## config.mk

```make
export PLATFORM = sky130hd
export DESIGN_NAME = inst_fetch
export DESIGN_NICKNAME = d
export VERILOG_FILES = /design/src/rtl/fetch_pkg.sv /design/src/rtl/inst_fetch.sv
export SDC_FILE = /design/constraint.sdc
export NUM_CORES = 1
export LEC_CHECK = 0
export CORE_MARGIN = 4
export CORE_UTILIZATION = 45
export DETAILED_ROUTE_END_ITERATION = 12
export PLACE_DENSITY = 0.78
export SYNTH_ARGS = -nofsm -noshare
export SYNTH_HDL_FRONTEND = slang
export SYNTH_SLANG_ARGS = --single-unit
```

## constraint.sdc

```tcl
create_clock -name clk -period 3.5 [get_ports clk]
set_input_delay 0.35 -clock clk [delete_from_list [all_inputs] [get_ports clk]]
set_output_delay 0.35 -clock clk [all_outputs]
set_load 0.02 [all_outputs]
```

## src/rtl/fetch_pkg.sv

```systemverilog
// rtl/fetch_pkg.sv - shared constants and state encoding for the instruction-fetch stage
package fetch_pkg;

  localparam logic [31:0] NOP_INSN         = 32'h0000_0013;
  localparam logic [31:0] RESET_PC_DEFAULT = 32'h0000_0000;
  localparam logic [31:0] PC_INC           = 32'd4;

  typedef enum logic [1:0] {
    FETCH = 2'd0,
    HOLD  = 2'd1,
    DROP  = 2'd2,
    HALT  = 2'd3
  } fetch_state_t;

endpackage

```

## src/rtl/inst_fetch.sv

```systemverilog
// rtl/inst_fetch.sv - PC owner and imem req/ack fetch FSM feeding the decoder via op_valid/op_ready
// Optional misaligned-redirect trap with HALT state: FETCH_MISALIGN_TRAP_EN
module inst_fetch #(
  parameter logic [31:0] RESET_PC = fetch_pkg::RESET_PC_DEFAULT,
  parameter logic [31:0] NOP_INSN = fetch_pkg::NOP_INSN
) (
  input  logic        clk,
  input  logic        rstn,
  output logic        imem_req,
  output logic [31:0] imem_addr,
  input  logic        imem_ack,
  input  logic [31:0] imem_rdata,
  output logic [31:0] I_OP,
  output logic [31:0] pc_out,
  output logic        op_valid,
  input  logic        op_ready,
  input  logic        redirect,
  input  logic [31:0] redirect_pc
`ifdef FETCH_MISALIGN_TRAP_EN
  ,
  output logic        fetch_misalign
`endif
);
  import fetch_pkg::*;

  fetch_state_t state;
  logic [31:0]  pc;
  logic [31:0]  target;

  assign target = redirect_pc & ~32'h3;

`ifdef FETCH_MISALIGN_TRAP_EN
  logic trap_now;

  // A redirect only counts once a request is live; the post-reset idle cycle ignores it.
  assign trap_now = redirect && (redirect_pc[1:0] != 2'b00) && (state != HALT)
                    && !(state == FETCH && !imem_req);
`endif

  always_ff @(posedge clk or negedge rstn) begin
    if (!rstn) begin
      state     <= FETCH;
      pc        <= RESET_PC;
      imem_req  <= 1'b0;
      imem_addr <= RESET_PC;
      I_OP      <= NOP_INSN;
      pc_out    <= RESET_PC;
      op_valid  <= 1'b0;
`ifdef FETCH_MISALIGN_TRAP_EN
      fetch_misalign <= 1'b0;
    end else if (trap_now) begin
      state          <= HALT;
      imem_req       <= 1'b0;
      op_valid       <= 1'b0;
      I_OP           <= NOP_INSN;
      fetch_misalign <= 1'b1;
`endif
    end else begin
      case (state)
        FETCH: begin
          if (!imem_req) begin
            imem_req  <= 1'b1;
            imem_addr <= pc;
          end else if (redirect && imem_ack) begin
            pc        <= target;
            imem_addr <= target;
          end else if (redirect) begin
            pc    <= target;
            state <= DROP;
          end else if (imem_ack) begin
            I_OP     <= imem_rdata;
            pc_out   <= pc;
            op_valid <= 1'b1;
            pc       <= pc + PC_INC;
            imem_req <= 1'b0;
            state    <= HOLD;
          end
        end
        DROP: begin
          // The old address stays on the bus until memory answers; the newest target wins.
          if (imem_ack) begin
            imem_addr <= redirect ? target : pc;
            pc        <= redirect ? target : pc;
            state     <= FETCH;
          end else if (redirect) begin
            pc <= target;
          end
        end
        HOLD: begin
          if (redirect || op_ready) begin
            pc        <= redirect ? target : pc;
            imem_addr <= redirect ? target : pc;
            imem_req  <= 1'b1;
            op_valid  <= 1'b0;
            I_OP      <= NOP_INSN;
            state     <= FETCH;
          end
        end
`ifdef FETCH_MISALIGN_TRAP_EN
        HALT: begin
        end
`endif
        default: state <= FETCH;
      endcase
    end
  end

endmodule

```

# ---- Word level (Yosys, flattened, before mapping)
# Cells that the tools add are included.
dict set report word_totals {
  ff_bits 132
  latch_bits 0
  mem_bits_rw 0
  rom_bits 0
  input_bits 69
  out_inout_bits 98
  elab_cells 68
  memories 0
}
dict set report classes {
  add_sub_neg 1
  n_mul 0
  div 0
  magnitude_cmp 0
  n_eq_ne 11
  shift 0
  muxes 36
  bitwise 2
  n_reduce_logical 11
}
# op n
set ops {}
lappend ops {{$mux 32} 14}
lappend ops {{$pmux 32 s3} 2}
lappend ops {{$pmux 32 s2} 1}
lappend ops {{$add 32x3->32 const B} 1}
lappend ops {{$mux 2} 6}
lappend ops {{$ne 2x2->1 const B} 6}
lappend ops {{$mux 1} 10}
lappend ops {{$reduce_and 5->1} 2}
lappend ops {{$reduce_and 4->1} 2}
lappend ops {{$ne 3x3->1 const B} 2}
lappend ops {{$pmux 2 s3} 1}
lappend ops {{$reduce_and 6->1} 1}
lappend ops {{$ne 4x4->1 const B} 1}
lappend ops {{$pmux 1 s2} 2}
lappend ops {{$reduce_bool 3->1} 1}
lappend ops {{$eq 2x1->1 const B} 1}
lappend ops {{$eq 2x2->1 const B} 1}
lappend ops {{$logic_not 2->1} 1}
lappend ops {{$not 1->1} 2}
lappend ops {{$reduce_and 2->1} 1}
lappend ops {{$reduce_bool 2->1} 1}
lappend ops {{$logic_and 1x1->1} 1}
lappend ops {{$logic_or 1x1->1} 1}

# ---- Longest topological paths before layout
dict set report logic_depth {
  word_depth 6
  ltp_mapped 9
  depth_no_buf 7
}

# ---- Least setup slack after synthesis
# Ideal clock, no wire load.
dict set report synth_timing {
  kind {register -> register}
  from {reg state[1]}
  to {reg imem_addr[25]}
  setup_time_ps 137
  arrival_time_ps 1905
  t_required_ps 3363
  slack_ps 1458
  path_stages_with_launch 8
  path_buffers 2
  period_less_slack_ps 2042
  cell_sequence {dfrtp_1 inv_1 ha_1 clkbuf_1 mux2i_1 buf_2 mux2i_1 a21oi_1}
}
dict set report synth_between {
  elab_chain_len 3
  elab_cells_between_ends 9
  cone_classes {eq/ne: 5; mux: 1; reduce/logical: 3}
}
# item line
set synth_rtl {}
lappend synth_rtl {{start, declared} inst_fetch.sv:26} ;# fetch_state_t state;
lappend synth_rtl {{start signal, assigned} inst_fetch.sv:42} ;# state <= FETCH;
lappend synth_rtl {{start signal, assigned} inst_fetch.sv:69} ;# state <= DROP;
lappend synth_rtl {{start signal, assigned} inst_fetch.sv:76} ;# state <= HOLD;
lappend synth_rtl {{$eq 2x2->1, or another cell as far along} inst_fetch.sv:59} ;# case (state)
lappend synth_rtl {{$ne 2x2->1 (no line), or another cell as far along} n/a}
lappend synth_rtl {{$reduce_and 4->1 (no line)} n/a}
lappend synth_rtl {{end signal, assigned} inst_fetch.sv:63} ;# imem_addr <= pc;
lappend synth_rtl {{end signal, assigned} inst_fetch.sv:66} ;# imem_addr <= target;
lappend synth_rtl {{end signal, assigned} inst_fetch.sv:82} ;# imem_addr <= redirect ? target : pc;
lappend synth_rtl {{end, declared} inst_fetch.sv:10} ;# output logic [31:0] imem_addr,
# Parallel ways exist; a longest one is shown, timed or not.
# A chain may end at the register's enable or synchronous reset.

# ---- Final worst setup path
dict set report layout_timing {
  from {reg state[1]}
  to {reg I_OP[2]}
}
dict set report layout_between {
  elab_chain_len 3
  elab_cells_between_ends 10
  cone_classes {eq/ne: 6; mux: 1; reduce/logical: 3}
}
# item line
set layout_rtl {}
lappend layout_rtl {{$eq 2x1->1 / $logic_not 2->1 (equally long branches)} inst_fetch.sv:59}
lappend layout_rtl {{$ne 2x2->1 (no line) / $reduce_bool 2->1 (equally long branches)} n/a}
lappend layout_rtl {{$reduce_and 6->1 (no line)} n/a}
lappend layout_rtl {{end signal, assigned} inst_fetch.sv:71} ;# I_OP <= imem_rdata;
lappend layout_rtl {{end, declared} inst_fetch.sv:13} ;# output logic [31:0] I_OP,
# Parallel ways exist; a longest one is shown, timed or not.

==> flow_metrics.tcl <==
set metrics [dict create \
    status "finished, violations left" \
    violations "negative hold slack" \
    clk_latency_ns 0.41 \
    synthArstFlopShare 1.000 \
    io_buffers 164 \
    relSlewSlack 0.3513 \
    finalMaxSlewViolations 0 \
    cts.sinks 132 \
    yosysSeqAreaShare 0.4980 \
    required_ns 3.74 \
    syn_area_per_cell_um2 9.651 \
    synthesis.area_mm2 0.006640 \
    clk_path_buf_depth 2 \
    post-cts-setup-buffers 0 \
    multi_input_area_mm2 0.003063 \
    wirelength_um 18120 \
    rows 44 \
    antenna_found_initial 0 \
    crit_path_start_kind "flip-flop" \
    final.min_clock_period_ns 2.665 \
    diodes 0 \
    drc 0 \
    worstMarginPinSlew_ns 0.9696 \
    numCtsBuffers 17 \
    dpl.hpwl_um 12330 \
    rr_worst_depth 6 \
    dr_total_vias 5814 \
    finalHoldViolCount 2 \
    drtIter0Drc 510 \
    synth_cells 688 \
    p_per_area_mw_per_mm2 1045 \
    min_path_type "in -> async" \
    criticalPathCategory "reg -> reg" \
    grt_pass1_vias 5634 \
    skew_ns 0.005913 \
    ys.flop_type "dfrtp_1" \
    ys_types 64 \
    grt_max_degree 87 \
    grt_overflow_total 0 \
    vdd.ir_drop.worst_uv 581.9 \
    ys_seq_elements 132 \
    r2r_slack_ns 0.84 \
    maxCapViolCount 0 \
    n_fill_cell 1225 \
    cts_hold_buf 0 \
    cts-resized-gates 0 \
    fin_tns_setup_ns 0 \
    worst_slack_ns 0.8354 \
    gp_congestion 0.8946 \
    dr.pass1.iters 5 \
    clockRootBuffer "clkbuf_16" \
    ant_nets 0 \
    synth_edf_count 0 \
    cp_max_fo 66 \
    place_ws_ns 0.8411 \
    seq_area_mm2 0.003307 \
    finalNonFillerCells 1026 \
    yosys_warnings 0 \
    die_h_um 129.5 \
    core_mm2 0.01448 \
    hold_ws_ns -0.01011 \
    setup-violations-final 0 \
    power.total_mw 9.378 \
    cts.htree.levels 4 \
    cts.clk_slew.worst_paths_ns 0.05 \
    track_usage 0.2170 \
    leakage_nw 3.740 \
    io_pins 167 \
    finalCritPeriodShare 0.7613 \
    initial_utilization 0.4586 \
    die_x_um 129.5 \
    syn-num-nets 762 \
    dp_cells 994 \
    syn2layout_area_growth_pct 35.22 \
    rsz0062_at_grt "no" \
    nets 903 \
    viasPerCell 5.667 \
    regToRegStartpoint "state[1]" \
    design.die.area_mm2 0.01676 \
    routedWlPerCell_um 17.66 \
    reg2reg_to "I_OP[2]" \
    end_kind "flip-flop" \
    cts_tree "done" \
    grt_pass1_wl_um 28930 \
    utilization 0.6201 \
    drive_above_1_share 0.1105 \
    crit_arrival_ns 2.90 \
    max_freq_mhz 375.3 \
]
[registers in the layout, indices dropped and copies added (netlist names)]
name	count
imem_req	1
op_valid	1
pc	32
imem_addr	32
I_OP	32
state	2
pc_out	32
[cell families (layout without fill, tap and decap cells)]
| group | Yosys count | count (layout) | synth area share |
|---|---|---|---|
| XOR/XNOR | 3 | 3 | 0.003958 |
| AND/OR/NAND/NOR | 232 | 232 | 0.1694 |
| adder cells (fa/ha/maj) | 5 | 5 | 0.009422 |
| AO/OA/AOI/OAI | 180 | 180 | 0.1679 |
| buffers and inverters | 69 | 223 | 0.04466 |
| flip-flops | 132 | 132 | 0.4980 |
| multiplexers | 67 | 67 | 0.1067 |
[worst max-delay path: stages, from the launching register on]
cell and delay [ns]:
dfrtp_1 0.41, inv_1 0.11, ha_1 0.30, nor3b_2 0.53, nor2_1 0.12, nand2_2 0.72
o21ai_0 0.27
[report_power, final]
group | total [mW] | internal [mW] | switching [mW]
Combinational | 4.69 | 2.08 | 2.61
Sequential | 3.00 | 2.28 | 0.716
Clock | 1.69 | 1.05 | 0.636
Total | 9.38 | 5.42 | 3.96
[metrics by stage]
stage,hold WS [ns],area (um2)
2_1_floorplan,0.05441,6640
5_1_grt,0.06933,8979
6_report,-0.01011,8979
4_1_cts,0.009099,8979
3_3_place_gp,0.4596,8413
3_5_place_dp,0.4697,8413
[how the worst max path moves through the flow]
stage | to | cells past startpoint | startpoint
2_1_floorplan | imem_addr[25] | 7 | state[1]
3_3_place_gp | I_OP[26] | 6 | state[1]
3_5_place_dp | I_OP[2] | 6 | state[1]
4_1_cts | I_OP[2] | 6 | state[1]
5_1_grt | I_OP[25] | 6 | state[1]
6_report | I_OP[2] | 6 | state[1]
[layer usage]
layer	track usage	routed length, um	vias to the layer above
met5	0	0	-
met2	0.3341	8431	242
li1	-	-	2758
met4	0.07090	337	0
met3	0.05647	1411	27
met1	0.3010	7941	2787
[Yosys cell counts, types with 3 or more instances]
cell,instances,share of area
nor2b_1,5,0.0047
mux2i_1,37,0.056
nand2_1,99,0.056
or4_1,3,0.0034
dfstp_2,3,0.012
nor4_1,8,0.0075
a2bb2oi_1,4,0.0053
ha_1,5,0.0094
a221o_1,3,0.0045
clkbuf_1,23,0.013
nand2b_1,6,0.0057
mux2_2,30,0.051
o31ai_1,6,0.0068
o21ai_0,53,0.040
nand3b_1,3,0.0034
nand4_2,3,0.0057
nor2_1,49,0.028
or3_1,7,0.0066
nand4_1,6,0.0057
a22oi_1,10,0.011
buf_2,26,0.020
a21oi_1,47,0.035
a41oi_1,3,0.0040
buf_1,4,0.0023
dfrtp_1,129,0.49
o22ai_1,17,0.016
o41ai_1,3,0.0040
nor3_1,14,0.011
nand3_1,12,0.0090
a31oi_1,6,0.0057
inv_1,14,0.0079
o21a_1,4,0.0045
and3_1,6,0.0057
[cells in the final DEF, fill, tap and decap left out, drive strengths merged, types with 10 or more instances in the layout]
cell / n
clkdlybuf4s50: 162
dfrtp: 129
nand2: 100
o21ai: 55
nor2: 50
a21oi: 47
mux2i: 37
mux2: 30
clkbuf: 24
o22ai: 17
inv: 15
nor3: 15
buf: 15
nand3: 12
a22oi: 10
nand4: 10
[cell type report]
cell class	count	share of cell area
inverter	14	0.005853
timing repair buffer	177	0.1961
tap	184	0.02564
clock buffer	24	0.05477
sequential	132	0.3683
clock inverter	8	0.008222
multi-input combinational	487	0.3411
(Power assumes the default switching activity.)
